--- config.mk ---
export PLATFORM = sky130hd
export DESIGN_NAME = pix_scan
export DESIGN_NICKNAME = d
export VERILOG_FILES = /design/src/rtl/img_pkg.sv /design/src/rtl/pix_scan_coord_counter.sv /design/src/rtl/pix_scan.sv
export SDC_FILE = /design/constraint.sdc
export NUM_CORES = 1
export LEC_CHECK = 0
export ABC_AREA = 1
export BUFFER_PORTS_ARGS = -buffer_cell sky130_fd_sc_hd__buf_4
export CAP_MARGIN = 20
export CORE_MARGIN = 3
export CORE_UTILIZATION = 57
export CTS_CLUSTER_SIZE = 20
export DETAILED_ROUTE_END_ITERATION = 10
export PLACE_DENSITY = 0.95
export SLEW_MARGIN = 0
export SYNTH_ARGS = -nofsm -noshare
export SYNTH_HDL_FRONTEND = slang
export SYNTH_SLANG_ARGS = --single-unit
--- constraint.sdc ---
create_clock -name clk -period 2.3 [get_ports clk]
set_input_delay 0.23 -clock clk [delete_from_list [all_inputs] [get_ports clk]]
set_output_delay 0.23 -clock clk [all_outputs]
set_load 0.1 [all_outputs]
--- src/rtl/img_pkg.sv ---
// -----------------------------------------------------------------------------
// img_pkg
// Shared definitions for the pixel scanner: default image geometry, coordinate
// and pixel widths, and the scan FSM state type.
// -----------------------------------------------------------------------------
package img_pkg;

    localparam int IMG_W_DEF = 320;   // pixels per row
    localparam int IMG_H_DEF = 240;   // rows per frame
    localparam int I_W       = 9;     // column coordinate width
    localparam int J_W       = 8;     // row coordinate width
    localparam int PIX_W     = 12;    // RGB444 pixel width

    typedef enum logic [2:0] {
        ST_IDLE = 3'd0,
        ST_LOAD = 3'd1,
        ST_EMIT = 3'd2,
        ST_HOLD = 3'd3,
        ST_DONE = 3'd4
    } scan_state_e;

endpackage : img_pkg

--- src/rtl/pix_scan_coord_counter.sv ---
// -----------------------------------------------------------------------------
// coord_counter
// Raster-order (i,j) coordinate counter. Column i advances on each increment
// and wraps to 0 at IMG_W-1, carrying into row j. The counter saturates at the
// last pixel (IMG_W-1, IMG_H-1) instead of wrapping the frame.
//
// Ports
//   clk, rst_n : clock, asynchronous active-low reset
//   clr        : force counter to (0,0) (priority over inc)
//   inc        : advance one pixel in raster order
//   i_cnt      : current column
//   j_cnt      : current row
//   last       : counter sits on the final pixel of the frame
// -----------------------------------------------------------------------------
module coord_counter
    import img_pkg::*;
#(
    parameter int IMG_W = IMG_W_DEF,
    parameter int IMG_H = IMG_H_DEF
) (
    input  logic           clk,
    input  logic           rst_n,
    input  logic           clr,
    input  logic           inc,
    output logic [I_W-1:0] i_cnt,
    output logic [J_W-1:0] j_cnt,
    output logic           last
);

    localparam logic [I_W-1:0] I_LAST = I_W'(IMG_W - 1);
    localparam logic [J_W-1:0] J_LAST = J_W'(IMG_H - 1);

    logic [I_W-1:0] i_q, i_d;
    logic [J_W-1:0] j_q, j_d;

    assign last  = (i_q == I_LAST) && (j_q == J_LAST);
    assign i_cnt = i_q;
    assign j_cnt = j_q;

    // NOTE: every signal driven here gets its hold value first, so no path
    // leaves it unassigned and no latch is inferred.
    always_comb begin
        i_d = i_q;
        j_d = j_q;
        if (clr) begin
            i_d = '0;
            j_d = '0;
        end else if (inc && !last) begin
            if (i_q == I_LAST) begin
                i_d = '0;
                j_d = j_q + J_W'(1);
            end else begin
                i_d = i_q + I_W'(1);
            end
        end
    end

    // NOTE: state registers use non-blocking assignments so every flop samples
    // the pre-edge values of its neighbours.
    always_ff @(posedge clk or negedge rst_n) begin
        if (!rst_n) begin
            i_q <= '0;
            j_q <= '0;
        end else begin
            i_q <= i_d;
            j_q <= j_d;
        end
    end

endmodule : coord_counter

--- src/rtl/pix_scan.sv ---
// -----------------------------------------------------------------------------
// pix_scan
// Streams one frame of RGB444 pixels from an upstream valid/ready source to a
// masking stage. Each accepted pixel is presented with its raster coordinates
// and the frame's latched mask offsets, strobed by a single-cycle registered
// tx pulse, then held for HOLD_CYC cycles before the next pixel is accepted.
//
// Configuration macro: SCAN_AUTO_RESTART_EN
//   defined   : DONE restarts the next frame directly (counter cleared,
//               offsets re-latched); only abort or reset returns to IDLE.
//   undefined : DONE always returns to IDLE.
//
// Ports
//   clk, rst_n        : clock, asynchronous active-low reset
//   start             : one-cycle frame request, honoured only in IDLE
//   abort             : return to IDLE on the next edge from any state
//   i_offset_in       : mask column offset, latched when a frame starts
//   j_offset_in       : mask row offset, latched when a frame starts
//   in_valid/in_pixel : upstream pixel stream, raster order
//   in_ready          : pixel accepted this cycle when in_valid is also high
//   pixel, i_p, j_p   : pixel under presentation and its column/row
//   i_offset/j_offset : offsets latched for the current frame
//   tx                : one-cycle strobe, masking stage samples on its rise
//   busy              : high in every state except IDLE
//   frame_done        : one-cycle pulse after the last pixel's hold period
// -----------------------------------------------------------------------------
module pix_scan
    import img_pkg::*;
#(
    parameter int IMG_W    = IMG_W_DEF,
    parameter int IMG_H    = IMG_H_DEF,
    parameter int HOLD_CYC = 1
) (
    input  logic             clk,
    input  logic             rst_n,
    input  logic             start,
    input  logic             abort,
    input  logic [I_W-1:0]   i_offset_in,
    input  logic [J_W-1:0]   j_offset_in,
    input  logic             in_valid,
    input  logic [PIX_W-1:0] in_pixel,
    output logic             in_ready,
    output logic [PIX_W-1:0] pixel,
    output logic [I_W-1:0]   i_p,
    output logic [J_W-1:0]   j_p,
    output logic [I_W-1:0]   i_offset,
    output logic [J_W-1:0]   j_offset,
    output logic             tx,
    output logic             busy,
    output logic             frame_done
);

    // Hold counter counts down from HOLD_CYC-1 to 0, one step per HOLD cycle.
    localparam logic [3:0] HOLD_LOAD = 4'(HOLD_CYC - 1);

    scan_state_e      state_q, state_d;
    logic [PIX_W-1:0] pixel_q, pixel_d;
    logic [I_W-1:0]   i_p_q, i_p_d;
    logic [J_W-1:0]   j_p_q, j_p_d;
    logic [I_W-1:0]   i_off_q, i_off_d;
    logic [J_W-1:0]   j_off_q, j_off_d;
    logic [3:0]       hold_q, hold_d;
    logic             emit_last_q, emit_last_d;  // presented pixel ends the frame
    logic             tx_q, tx_d;
    logic             done_q, done_d;

    logic             cnt_clr;
    logic             cnt_inc;
    logic [I_W-1:0]   i_cnt;
    logic [J_W-1:0]   j_cnt;
    logic             cnt_last;

    coord_counter #(
        .IMG_W (IMG_W),
        .IMG_H (IMG_H)
    ) u_coord (
        .clk   (clk),
        .rst_n (rst_n),
        .clr   (cnt_clr),
        .inc   (cnt_inc),
        .i_cnt (i_cnt),
        .j_cnt (j_cnt),
        .last  (cnt_last)
    );

    always_comb begin
        state_d     = state_q;
        pixel_d     = pixel_q;
        i_p_d       = i_p_q;
        j_p_d       = j_p_q;
        i_off_d     = i_off_q;
        j_off_d     = j_off_q;
        hold_d      = hold_q;
        emit_last_d = emit_last_q;
        cnt_clr     = 1'b0;
        cnt_inc     = 1'b0;

        if (abort) begin
            // Abort outranks everything, including a simultaneous start or an
            // in-flight handshake.
            state_d = ST_IDLE;
        end else begin
            unique case (state_q)
                ST_IDLE: begin
                    if (start) begin
                        state_d = ST_LOAD;
                        i_off_d = i_offset_in;
                        j_off_d = j_offset_in;
                        cnt_clr = 1'b1;
                    end
                end
                ST_LOAD: begin
                    if (in_valid) begin
                        pixel_d     = in_pixel;
                        i_p_d       = i_cnt;
                        j_p_d       = j_cnt;
                        emit_last_d = cnt_last;
                        cnt_inc     = 1'b1;
                        state_d     = ST_EMIT;
                    end
                end
                ST_EMIT: begin
                    hold_d  = HOLD_LOAD;
                    state_d = ST_HOLD;
                end
                ST_HOLD: begin
                    if (hold_q == 4'd0) begin
                        state_d = emit_last_q ? ST_DONE : ST_LOAD;
                    end else begin
                        hold_d = hold_q - 4'd1;
                    end
                end
                ST_DONE: begin
`ifdef SCAN_AUTO_RESTART_EN
                    state_d = ST_LOAD;
                    i_off_d = i_offset_in;
                    j_off_d = j_offset_in;
                    cnt_clr = 1'b1;
`else
                    state_d = ST_IDLE;
`endif
                end
                default: state_d = ST_IDLE;
            endcase
        end

        // Strobes are registered copies of the state being entered, so they
        // are glitch-free and aligned exactly with EMIT / DONE.
        tx_d   = (state_d == ST_EMIT);
        done_d = (state_d == ST_DONE);
    end

    // NOTE: datapath registers are reset along with control because every
    // output, including pixel, coordinates and offsets, must read 0 in reset.
    always_ff @(posedge clk or negedge rst_n) begin
        if (!rst_n) begin
            state_q     <= ST_IDLE;
            pixel_q     <= '0;
            i_p_q       <= '0;
            j_p_q       <= '0;
            i_off_q     <= '0;
            j_off_q     <= '0;
            hold_q      <= '0;
            emit_last_q <= 1'b0;
            tx_q        <= 1'b0;
            done_q      <= 1'b0;
        end else begin
            state_q     <= state_d;
            pixel_q     <= pixel_d;
            i_p_q       <= i_p_d;
            j_p_q       <= j_p_d;
            i_off_q     <= i_off_d;
            j_off_q     <= j_off_d;
            hold_q      <= hold_d;
            emit_last_q <= emit_last_d;
            tx_q        <= tx_d;
            done_q      <= done_d;
        end
    end

    assign in_ready   = (state_q == ST_LOAD);
    assign busy       = (state_q != ST_IDLE);
    assign pixel      = pixel_q;
    assign i_p        = i_p_q;
    assign j_p        = j_p_q;
    assign i_offset   = i_off_q;
    assign j_offset   = j_off_q;
    assign tx         = tx_q;
    assign frame_done = done_q;

endmodule : pix_scan

Yosys cells after proc, flatten, opt, wreduce, memory -nomap -nowiden
Index checks and enable logic that the tools add are counted.

Logic and storage cells: 57. Register bits after elaboration: 73. Output and inout port bits: 50. Bits of input ports: 34.

Mux-type cells: 20. Reductions and logical operators: 13. $add $sub $neg: 3. Bitwise gates (word level): 1. Equal/unequal tests: 8.

Operator list (count): $mux W9 (3); $mux W8 (3); $mux W3 (5); $pmux W3 S4 (1); $add A9 B1 Y9 const B (1); $eq A3 B2 Y1 const B (3); $eq A9 B9 Y1 const B (1); $reduce_and A3 Y1 (3); $add A8 B1 Y8 const B (1); $eq A8 B8 Y1 const B (1); $pmux W4 S2 (1); $mux W1 (6); $reduce_bool A2 Y1 (3); $logic_not A4 Y1 (1); $mux W4 (1); $sub A4 B1 Y4 const B (1); $eq A3 B1 Y1 const B (1); $eq A3 B3 Y1 const B (1); $logic_not A3 Y1 (1); $reduce_bool A3 Y1 (1); $logic_and A1 B1 Y1 (2); $ne A2 B2 Y1 const B (1); $reduce_and A2 Y1 (1); $logic_not A1 Y1 (1); $not A1 Y1 (1).

Logic depth before layout (Yosys ltp)
Gate-level depths: netlist (run 1).

Depth in word-level cells: 6. Gate-level depth with buffers: 9.

By module
Synthesis (run 1) repeated with hierarchy kept, for this count alone.

Cells, all modules: 417. Area total of the unflattened synthesis: 3394.5 um2.

Modules (own cells, without submodules): pix_scan (seq. area each 1401.3 um2, area an instance 2274.7 um2, times used 1, cells an instance 256); coord_counter (seq. area each 425.4 um2, area an instance 1119.8 um2, times used 1, cells an instance 161).

Worst setup path after synthesis (run 1)
OpenSTA, ideal clock, no wires.

Path kind: register -> register. Start point: register state_q[2]. End point: register state_q[0]. Arrival time: 1.603 ns. Data required time: 2.229 ns. Path slack: 0.626 ns. Stages on the path, launching flop included: 6. Path through: dfrtp_1 -> nor2_4 -> nand2_1 -> o22ai_1 -> a21oi_1 -> nor2_1.

Longest elaborated chain between the ends: 3. Elaborated cells on any way between the ends: 6. Classes of those cells: 3 x eq/ne; 2 x mux; 1 x reduce/logical.

RTL lines: from (decl) (line pix_scan.sv:56) `scan_state_e state_q, state_d;`; from (signal assigned) (line pix_scan.sv:168) `state_q <= state_d;`; $eq A3 B2 Y1 (tied with other cells) (line pix_scan.sv:103) `unique case (state_q)`; $pmux W3 S4 (*) (line pix_scan.sv:103); $mux W3 (*) (line pix_scan.sv:98) `if (abort) begin`; via state_d[0] (line pix_scan.sv:56).

The timed path passes the listed nets; every way through them passes the cells marked *. A chain may end at the register's enable or synchronous reset.

Worst setup path after layout (run 1)
Start point: register u_coord.i_q[0] (netlist: u_coord.i_cnt[0]). End point: register u_coord.j_q[3] (netlist: u_coord.j_cnt[3]).

Longest elaborated chain between the ends: 6. Elaborated cells on any way between the ends: 7. Classes of those cells: 1 x eq/ne; 6 x reduce/logical.

RTL lines: from (decl) (line pix_scan_coord_counter.sv:33) `logic [I_W-1:0] i_q, i_d;`; from (signal assigned) (line pix_scan_coord_counter.sv:65) `i_q <= i_d;`; $eq A9 B9 Y1 (*) (line pix_scan_coord_counter.sv:36, pix_scan_coord_counter.sv:49); $logic_and A1 B1 Y1 (line pix_scan_coord_counter.sv:36) `assign last = (i_q == I_LAST) && (j_q == J_LAST);`; $logic_not A1 Y1 (line pix_scan_coord_counter.sv:48) `end else if (inc && !last) begin`; $logic_and A1 B1 Y1 (line pix_scan_coord_counter.sv:48); $reduce_bool A2 Y1 (no source line); $reduce_and A2 Y1 (no source line) (*); to (signal assigned) (line pix_scan_coord_counter.sv:66) `j_q <= j_d;`; to (decl) (line pix_scan_coord_counter.sv:34) `logic [J_W-1:0] j_q, j_d;`.

Mark *: on every way between the ends. The rest lies on a longest branch, timed or not.

==> impl_metrics.csv, run 1 <==
group,metric,value,unit
timing,finClkSkew,0.00755,ns
route,wirelength,8260,um
cts,tritoncts,"yes",
global_routing,grt_max_degree,74,
floorplanning,start_util,0.594,
cts,cts_sinks,73,
place,place_congestion,0.893,
worst_setup_path,crit_path_end_kind,"flip-flop",
timing,finalCritPeriodShare,0.809,
synthesis,yosys.area.top_type_share,0.555,
worst_setup_path,worstPathMaxFanout,10,
worst_setup_path,required,2.54,ns
timing,worst_slew_pin_slew,0.906,ns
finish,post-route-util,0.750,
floorplanning,die_y,82.0,um
finish,multi_input_area,1270,sq um
cts,clk_pin_slew,0.08,ns
worst_setup_path,cp_common_cell,"nand2_1",
floorplanning,die_area,6720,sq um
place,hpwl,5840,um
timing,final.setup.tns,0,ns
timing,setup_viol,0,
worst_setup_path,cp-start-kind,"flip-flop",
timing,rsz0062_at_grt,"false",
timing,hold_viol_final,0,
route,drtPass1Iterations,5,
run,drv_cap,0,
timing,worst_slack,0.439,ns
timing,fin_crit,1.86,ns
worst_setup_path,path_class,"flip-flop to flip-flop",
synthesis,synth_cell_types,25,
synthesis,synth-seq-cells,73,
worst_setup_path,crit_arrival,2.10,ns
global_routing,grt_pass1_wl,13000,um
global_routing,first_global_vias,2779,
finish,final_area,4150,sq um
power,leakage,2.26,nW
power,power_density,1150,nW/um^2
synthesis,synth-seq-area-share,0.555,
finish,layout-drive-gt1-share,0.242,
cts,clock_path_buffers,2,
route,antenna_left,0,
global_routing,grt.total_usage,0.258,
cts,cts_setup_buffers,0,
finish,layout.nets,516,
timing,max_freq,0.537,GHz
finish,fillers,361,
route,drc,0,
worst_setup_path,slowest_delay,0.39,ns
status,outcome,"finished clean",
worst_setup_path,r2r_slack,0.44,ns
worst_setup_path,rr_worst_depth,9,
worst_setup_path,r2r-start,"u_coord.i_cnt[0]$_DFFE_PN0P_",
worst_setup_path,regToRegEndpoint,"u_coord.j_cnt[3]$_DFFE_PN0P_",
cts,cts_made_buffers,9,
global_routing,antenna_found_initial,0,
synthesis,avgSynthCellArea,8.37,sq um
worst_setup_path,cp_cell_sequence,"ha_1, nand2_1, nor2_1, nand2_1, nor2_1, buf_4, a31oi_2, nand2_1, nand2_1",
cts,insertion_delay,0.35,ns
cts,cts_root_buffer,"clkbuf_8",
global_routing,overflow,0,
power,vdd_drop_max,0.000845,V
timing,drv_slew,0,
synthesis,synthCells,393,
cts,cts.hold.buffers_added,0,
floorplanning,rows,27,
worst_setup_path,slowest_stage,"dfrtp_1",
synthesis,synth_nets,431,
min_path,min_path_type,"primary input to asynchronous set/reset pin",
route,wl_per_cell,14.9,um
finish,regArea,1830,sq um
floorplanning,ios,84,
finish,antennaDiodeCount,0,
route,vias,2986,
floorplanning,die_x,82.0,um
timing,max-slew-margin-rel,0.396,
finish,syn2layout_area_growth,26.3,%
synthesis,synth_warnings,0,
place,port_buffers,83,
synthesis,netlist_area,3290,sq um
floorplanning,core,5540,sq um
route,via_per_inst,5.38,
synthesis,netlist_top_cells_area,"dfrtp_1 (56%), nand2_1 (20%), o21ai_0 (3.5%)",
route,drtIter0Drc,406,
cts,post_cts_resized,0,
synthesis,synth.largest_area_cell,"dfrtp_1",
place,post-place-ws,0.515,ns
timing,timing.hold.ws,0.00578,ns
cts,htree_levels,3,
place,placed_cell_area,3960,sq um
-- layout by cell type (no fill, tap or decap), drive strengths merged --
cell type	n
buf	86
xor2	4
ha	4
inv	33
nand4	15
nand2	173
o21ai	24
clkbuf	10
clkinv	4
a31oi	1
clkinvlp	1
bufinv	1
a21oi	2
nor3	2
o22ai	3
or2	1
nor2	30
nand3	16
dfrtp	73
-- worst max-delay path by stage --
stage / slack [ns] / from / to
final: 0.44 / u_coord.i_cnt[0]$_DFFE_PN0P_ / u_coord.j_cnt[3]$_DFFE_PN0P_
after global routing: 0.24 / u_coord.i_cnt[0]$_DFFE_PN0P_ / u_coord.j_cnt[6]$_DFFE_PN0P_
after CTS: 0.49 / u_coord.i_cnt[0]$_DFFE_PN0P_ / u_coord.j_cnt[6]$_DFFE_PN0P_
after detailed placement: 0.51 / u_coord.i_cnt[0]$_DFFE_PN0P_ / u_coord.j_cnt[2]$_DFFE_PN0P_
after global placement: 0.57 / u_coord.i_cnt[0]$_DFFE_PN0P_ / u_coord.j_cnt[3]$_DFFE_PN0P_
after floorplan: 0.63 / state_q[2]$_DFF_PN0_ / state_q[0]$_DFF_PN0_
-- cell families (layout without fill, tap and decap cells) --
| kind of cell | Yosys count | after routing | synth area share |
|---|---|---|---|
| xor gates and xnor gates | 4 | 4 | 0.0106 |
| DFF | 73 | 73 | 0.555 |
| adders and majority gates | 4 | 4 | 0.0152 |
| AOI/OAI and AO/OA | 30 | 30 | 0.0502 |
| and+or+nand+nor | 237 | 237 | 0.309 |
| buffers and inverters | 45 | 135 | 0.0593 |
-- Yosys cell counts --
cell,n
clkbuf_1,4
nand4_1,15
dfrtp_1,73
nor2_8,2
o21ai_2,1
nor3_1,2
inv_2,2
or2_2,1
o21ai_0,23
a21oi_1,2
inv_1,30
ha_1,4
a31oi_2,1
nand3_1,16
buf_2,5
nor2_4,3
inv_6,1
nand2_2,1
buf_4,2
xor2_1,4
nor2_2,3
nand2_1,172
buf_6,1
nor2_1,22
o22ai_1,3
-- state kept, by name (all words and copies together), names as in the netlist --
signal and flops:
pixel 12, i_offset 9, u_coord.i_cnt 9, hold_q 4
state_q 3, j_offset 8, tx 1, j_p 8
u_coord.j_cnt 8, emit_last_q 1, i_p 9, frame_done 1
-- layer usage --
layer | global-route usage | share of wire | vias up
met4 | 0.143 | 0.027 | 0
li1 | - | - | 1406
met5 | 0 | 0 | -
met1 | 0.334 | 0.40 | 1423
met3 | 0.0471 | 0.065 | 21
met2 | 0.409 | 0.51 | 136
-- power by group --
part / switching [W] / internal (W) / leakage [nW]
combinational: 0.00171 / 0.000407 / 1.20
sequential: 0.000134 / 0.00150 / 0.959
clock: 0.000482 / 0.000523 / 0.102
-- metrics by stage --
step,std cells,total power [W]
floorplan,393,0.00328
detailed placement,539,0.00378
CTS,555,0.00477
global placement,539,0.00373
finish,555,0.00476
global route,555,0.00495
-- final cells by class --
class,instances,share of cell area
clock inverters,6,0.0139
repair buffers,86,0.155
multi-input cells,275,0.305
clock buffers,10,0.0331
well taps,72,0.0217
flip-flops and latches,73,0.440
inverters,33,0.0310
-- critical path, delay by kind of cell, from the launching register on --
kind,cells,cell delay (ns)
compound gates,1,0.22
fa+ha+maj,1,0.20
buf+inv,1,0.22
flops,1,0.39
simple gates,6,0.72
Power figures use the tool's default switching activity.
==> run 2, diff against run 1 <==
--- a/config.mk
+++ b/config.mk
@@ -9,10 +9,10 @@
 export BUFFER_PORTS_ARGS = -buffer_cell sky130_fd_sc_hd__buf_4
 export CAP_MARGIN = 20
 export CORE_MARGIN = 3
-export CORE_UTILIZATION = 57
+export CORE_UTILIZATION = 53
 export CTS_CLUSTER_SIZE = 20
 export DETAILED_ROUTE_END_ITERATION = 10
-export PLACE_DENSITY = 0.95
+export PLACE_DENSITY = 0.91
 export SLEW_MARGIN = 0
 export SYNTH_ARGS = -nofsm -noshare
 export SYNTH_HDL_FRONTEND = slang
==> constraint.sdc (replaced) <==
create_clock -name clk -period 1.78 [get_ports clk]
set_input_delay 0.178 -clock clk [delete_from_list [all_inputs] [get_ports clk]]
set_output_delay 0.178 -clock clk [all_outputs]
set_load 0.1 [all_outputs]
==> impl_metrics.csv, run 2 (same netlist as run 1, synthesis figures left out) <==
group,metric,value,unit
floorplanning,core,5960,sq um
route,drtIter0Drc,230,
timing,max_freq,0.598,GHz
timing,hold_viol_final,0,
timing,final.setup.tns,0,ns
status,outcome,"finished clean",
timing,finalCritPeriodShare,0.939,
run,drv_cap,0,
global_routing,grt_max_degree,47,
worst_setup_path,worstPathMaxFanout,46,
place,place_congestion,0.891,
timing,max-slew-margin-rel,0.744,
cts,tritoncts,"yes",
cts,cts_root_buffer,"clkbuf_8",
worst_setup_path,crit_buf_inv,4,
timing,finClkSkew,0.0150,ns
finish,antennaDiodeCount,0,
route,wl_per_cell,13.6,um
timing,worst_slew_pin_slew,0.384,ns
finish,mostFrequentLayoutCell,"nand2_1",
timing,setup_viol,0,
floorplanning,rows,28,
worst_setup_path,required,2.00,ns
floorplanning,die_area,7190,sq um
floorplanning,ios,84,
worst_setup_path,crit_path_end_kind,"flip-flop",
place,hpwl,5670,um
finish,syn2layout_area_growth,28.4,%
power,leakage,2.29,nW
power,vdd_drop_max,0.00115,V
worst_setup_path,slowest_stage,"dlygate4sd3_1",
cts,htree_levels,3,
floorplanning,die_x,84.8,um
worst_setup_path,path_class,"primary input to flip-flop",
cts,cts_sinks,73,
route,wirelength,7700,um
global_routing,grt.total_usage,0.226,
global_routing,grt_pass1_wl,12900,um
finish,post-route-util,0.709,
floorplanning,die_y,84.8,um
global_routing,antenna_found_initial,0,
cts,cts_made_buffers,9,
timing,timing.hold.ws,0.0183,ns
route,via_per_inst,5.18,
power,power,0.00599,W
finish,final_cell_mix,"nand2_1 (172), buf_4 (90), dfrtp_1 (73)",
cts,clock_path_buffers,2,
global_routing,first_global_vias,2885,
floorplanning,start_util,0.552,
min_path,min_path_type,"primary input to flip-flop",
cts,clk_pin_slew,0.08,ns
route,antenna_left,0,
timing,drv_slew,0,
place,post-place-ws,0.135,ns
cts,insertion_delay,0.35,ns
worst_setup_path,slowest_delay,0.54,ns
worst_setup_path,crit_arrival,1.89,ns
timing,fin_crit,1.67,ns
finish,layout.nets,523,
worst_setup_path,cp_cell_sequence,"dlygate4sd3_1, buf_4, inv_2, nand2_1, nor2_8, inv_8, o21ai_2, o21ai_0",
global_routing,overflow,0,
route,drc,0,
route,drtPass1Iterations,6,
timing,worst_slack,0.109,ns
finish,layout-drive-gt1-share,0.249,
route,vias,2926,
place,port_buffers,83,
timing,rsz0062_at_grt,"false",
power,power_density,1420,nW/um^2
worst_setup_path,crit_family,"buffers and inverters",
finish,largest_reg_flops,12,
worst_setup_path,cp-start-kind,"primary input",
-- run 2: what timing repair did --
item	in CTS	in global routing
endpoints found under the setup margin	0	13
hold endpoints to repair	30	0
gates resized for setup	0	5
buffers inserted	0	1
hold buffers	2	0
-- run 2: worst paths after layout --
path / end / from / depth (start not counted) / slack, ns
max in group asynchronous: j_offset[3]$_DFFE_PN0P_ / rst_n / 3 / 0.96
hold / removal: i_offset[5]$_DFFE_PN0P_ / i_offset_in[5] / 3 / 0.02
setup reg to reg: u_coord.i_cnt[2]$_DFFE_PN0P_ / u_coord.j_cnt[0]$_DFFE_PN0P_ / 9 / 0.12
hold reg to reg: j_p[1]$_DFFE_PN0P_ / j_p[1]$_DFFE_PN0P_ / 2 / 0.47
min in group asynchronous: pixel[5]$_DFFE_PN0P_ / rst_n / 2 / 0.29
setup / recovery: u_coord.i_cnt[7]$_DFFE_PN0P_ / abort / 8 / 0.11
-- run 2: final cells by class --
class                           instances  area (sq um)
Clock inverter                          6          45.0
Inverter                               33           131
Tap cell                               75          93.8
Timing Repair Buffer                   93           716
Clock buffer                           10           128
Fill cell                             423          1730
Sequential cell                        73          1830
Multi-Input combinational cell        275          1280
-- run 2: layer usage --
layer  vias up  global-route usage  share of wire
li1       1421                   -              -
met4         0              0.0993          0.014
met2        94               0.375           0.51
met3        12              0.0608          0.059
met1      1399               0.276           0.41
met5         -                   0              0
-- run 2: worst reg2reg max path, delay by kind of cell (launching register included) --
kind | cells | cell delay [ns]
adder cells (fa/ha/maj) | 1 | 0.21
flip-flops | 1 | 0.41
AND/OR/NAND/NOR | 8 | 0.99
-- run 2: through the flow --
step,instance area (sq um),instances
after CTS,4200,564
after global placement,4010,546
after detailed placement,4010,546
after floorplan,3290,393
after global routing,4220,565
final,4220,565
-- run 2: where the power goes --
part           switching, W  internal, W
logic               0.00221     0.000537
clock network      0.000620     0.000510
registers          0.000168      0.00194
==> run 3, diff against run 2 <==
--- a/config.mk
+++ b/config.mk
@@ -7,12 +7,13 @@
 export LEC_CHECK = 0
 export ABC_AREA = 1
 export BUFFER_PORTS_ARGS = -buffer_cell sky130_fd_sc_hd__buf_4
-export CAP_MARGIN = 20
+export CAP_MARGIN = 10
 export CORE_MARGIN = 3
 export CORE_UTILIZATION = 53
 export CTS_CLUSTER_SIZE = 20
 export DETAILED_ROUTE_END_ITERATION = 10
 export PLACE_DENSITY = 0.91
+export SETUP_SLACK_MARGIN = 0.5
 export SLEW_MARGIN = 0
 export SYNTH_ARGS = -nofsm -noshare
 export SYNTH_HDL_FRONTEND = slang
==> impl_metrics.csv, run 3 <==
group,metric,value,unit
synthesis,yosys.area.top_type_share,0.555,
synthesis,synth-seq-area-share,0.555,
floorplanning,rows,28,
cts,cts_made_buffers,9,
synthesis,synth.largest_area_cell,"dfrtp_1",
floorplanning,die_x,84.8,um
cts,cts_root_buffer,"clkbuf_8",
synthesis,avgSynthCellArea,8.37,sq um
synthesis,synthCells,393,
synthesis,synth_most_common_cell,"nand2_1",
cts,cts_sinks,73,
floorplanning,ios,84,
place,hpwl,6090,um
cts,htree_levels,3,
synthesis,synth_nets,431,
synthesis,ys_top_cells_by_count,"nand2_1 (172), dfrtp_1 (73), inv_1 (30)",
floorplanning,start_util,0.552,
synthesis,netlist_area,3290,sq um
status,stop_error,"[ERROR DPL-0033] detailed placement checks failed during check placement.",
floorplanning,die_y,84.8,um
place,place_congestion,0.932,
synthesis,synth-seq-cells,73,
timing,postGrtWorstEndpoint,"u_coord.i_cnt[2]$_DFFE_PN0P_/D",
status,haltStage,"5_1_grt",
status,outcome,"did not finish",
global_routing,grt_max_degree,39,
synthesis,synth_warnings,0,
global_routing,antenna_found_initial,1,
cts,clock_path_buffers,2,
synthesis,synth_ff_type,"dfrtp_1",
place,port_buffers,83,
synthesis,async_flop_share,1.00,
synthesis,netlist_top_cells_area,"dfrtp_1 (56%), nand2_1 (20%), o21ai_0 (3.5%)",
timing,worstEpCategory,"sequential cell input",
synthesis,synth_edf_count,0,
synthesis,synth_cell_types,25,
## run 3: cell counts after synthesis
No cell type changed its count.
## run 3: cell families after synthesis
logic type,synth area share
compound gates,0.0502
flops,0.555
fa+ha+maj,0.0152
simple gates,0.309
buf+inv,0.0593
xor+xnor,0.0106
## run 3: stage by stage
stage,utilization,cell area [sq um],hold slack (ns),cells,setup slack (ns)
2_1_floorplan,-,3390,-0.118,393,0.357
3_3_place_gp,0.679,4050,0.157,546,0.256
3_5_place_dp,0.679,4050,0.160,546,0.148
4_1_cts,0.863,5140,0.0234,602,0.242
## run 3: timing repair
action / CTS
setup buffers: 27
resized for setup: 118
cloned: 11
endpoints found under the setup margin: 71
hold endpoints to repair: 37
hold buffers: 2
pin swaps: 38
==> run 4, diff against run 3 <==
--- a/config.mk
+++ b/config.mk
@@ -9,11 +9,9 @@
 export BUFFER_PORTS_ARGS = -buffer_cell sky130_fd_sc_hd__buf_4
 export CAP_MARGIN = 10
 export CORE_MARGIN = 3
-export CORE_UTILIZATION = 53
-export CTS_CLUSTER_SIZE = 20
+export CORE_UTILIZATION = 40
 export DETAILED_ROUTE_END_ITERATION = 10
-export PLACE_DENSITY = 0.91
-export SETUP_SLACK_MARGIN = 0.5
+export PLACE_DENSITY_LB_ADDON = 0.15
 export SLEW_MARGIN = 0
 export SYNTH_ARGS = -nofsm -noshare
 export SYNTH_HDL_FRONTEND = slang
==> impl_metrics.csv, run 4 (same netlist as run 1, synthesis figures left out) <==
group,metric,value,unit
cts,cts_sinks,73,
timing,worst_slew_pin_slew,0.340,ns
timing,fin_crit,1.63,ns
floorplanning,die_y,96.7,um
cts,insertion_delay,0.34,ns
place,hpwl,5310,um
timing,drv_slew,0,
place,port_buffers,83,
route,via_per_inst,4.72,
route,drtIter0Drc,100,
worst_setup_path,crit_family,"buffers and inverters",
min_path,hp-start,"j_offset_in[6]",
route,antenna_left,0,
floorplanning,start_util,0.419,
cts,clk_pin_slew,0.08,ns
cts,htree_levels,3,
status,outcome,"finished clean",
timing,max-slew-margin-rel,0.774,
global_routing,antenna_found_initial,0,
finish,fillers,732,
worst_setup_path,crit_buf_inv,4,
finish,largest_reg_flops,12,
route,drtPass1Iterations,4,
timing,max_freq,0.613,GHz
route,wl_per_cell,12.5,um
timing,finClkSkew,0.00932,ns
cts,cts_made_buffers,9,
finish,layout.nets,523,
finish,final_cell_mix,"nand2_1 (172), buf_4 (90), dfrtp_1 (73)",
global_routing,grt_pass1_wl,12700,um
worst_setup_path,crit_path_end_kind,"flip-flop",
worst_setup_path,r2r-start,"state_q[2]$_DFF_PN0_",
finish,layout-drive-gt1-share,0.247,
power,power_density,1500,nW/um^2
power,vdd_drop_max,0.000525,V
finish,antennaDiodeCount,0,
worst_setup_path,r2r_slack,0.18,ns
worst_setup_path,crit_start,"abort",
worst_setup_path,required,2.01,ns
floorplanning,ios,84,
timing,setup_viol,0,
timing,finalCritPeriodShare,0.917,
cts,tritoncts,"yes",
finish,regArea,1830,sq um
floorplanning,die_area,9350,sq um
finish,multi_input_area,1280,sq um
cts,clock_path_buffers,2,
floorplanning,core,7850,sq um
finish,syn2layout_area_growth,31.8,%
finish,post-route-util,0.552,
run,drv_cap,0,
worst_setup_path,path_class,"primary input to flip-flop",
cts,cts_root_buffer,"clkbuf_8",
timing,rsz0062_at_grt,"false",
timing,final.setup.tns,0,ns
floorplanning,rows,32,
worst_setup_path,slowest_stage,"dlygate4sd3_1",
finish,mostFrequentLayoutCell,"nand2_1",
worst_setup_path,cp_cell_sequence,"dlygate4sd3_1, buf_4, inv_2, nand2_1, nor2_8, inv_6, nor2_8, nor2_4, nand2_1, nand2_1",
worst_setup_path,worstPathMaxFanout,33,
place,place_congestion,0.865,
route,drc,0,
worst_setup_path,cp_common_cell,"nand2_1",
power,leakage,2.33,nW
route,wirelength,7360,um
worst_setup_path,crit_arrival,1.86,ns
global_routing,grt.total_usage,0.165,
timing,hold_viol_final,0,
global_routing,first_global_vias,2692,
worst_setup_path,slowest_delay,0.53,ns
global_routing,overflow,0,
worst_setup_path,cp-start-kind,"primary input",
global_routing,grt_max_degree,56,
min_path,min_path_type,"primary input to flip-flop",
route,vias,2788,
floorplanning,die_x,96.7,um
run 4: final timing paths:
kind | end | cells past startpoint
max in group asynchronous | i_p[4]$_DFFE_PN0P_ | 3
hold reg to reg | pixel[6]$_DFFE_PN0P_ | 2
min in group asynchronous | hold_q[3]$_DFFE_PN0P_ | 2
setup / recovery | u_coord.i_cnt[2]$_DFFE_PN0P_ | 10
hold / removal | j_offset[6]$_DFFE_PN0P_ | 3
setup reg to reg | u_coord.i_cnt[2]$_DFFE_PN0P_ | 8
run 4: report_power, final:
part | internal, W | leakage, nW | switching (W)
clock network | 0.00107 | 0.127 | 0.000605
registers | 0.00194 | 0.959 | 0.000154
logic | 0.000536 | 1.24 | 0.00219
run 4: worst register-to-register path, cell delays in order (launching register included):
cell     delay (ns)
dfrtp_1        0.44
nor2_4         0.15
nand2_2        0.11
nor2_8         0.20
inv_6          0.15
nor2_8         0.27
nor2_4         0.07
nand2_1        0.06
nand2_1        0.05
run 4: through the flow:
| stage | instance area, sq um | power, W | cells | hold slack (ns) | setup WS (ns) |
|---|---|---|---|---|---|
| floorplan | 3290 | 0.00424 | 393 | -0.118 | 0.106 |
| global placement | 4040 | 0.00484 | 573 | 0.0714 | 0.192 |
| detailed placement | 4040 | 0.00487 | 573 | 0.0751 | 0.136 |
| CTS | 4320 | 0.00656 | 590 | 0.00638 | 0.104 |
| global route | 4330 | 0.00678 | 591 | 0.0174 | 0.0159 |
| finish | 4330 | 0.00649 | 591 | 0.0227 | 0.148 |
run 4: layout make-up:
cell class                 count  share of cell area
clock buffer                  10              0.0294
clock inverter                 5              0.0297
inverter                      33              0.0297
multi-input combinational    275               0.295
sequential                    73               0.421
tap                          102              0.0294
timing repair buffer          93               0.165
run 4: metal layers:
layer  wire length [um]  track usage  part of all wire  vias up
met3                359       0.0411             0.049       13
met4                143       0.0691             0.019        0
met2               3320        0.255              0.45       65
met1               3530        0.221              0.48     1287
li1                   -            -                 -     1423
met5                  0            0                 0        -
run 4: repair_timing:
action | 4_1_cts | 5_1_grt
hold buffers | 2 | 0
gates resized for setup | 0 | 2
endpoints found under the setup margin | 0 | 9
hold endpoints to repair | 19 | 0
setup buffers | 0 | 1
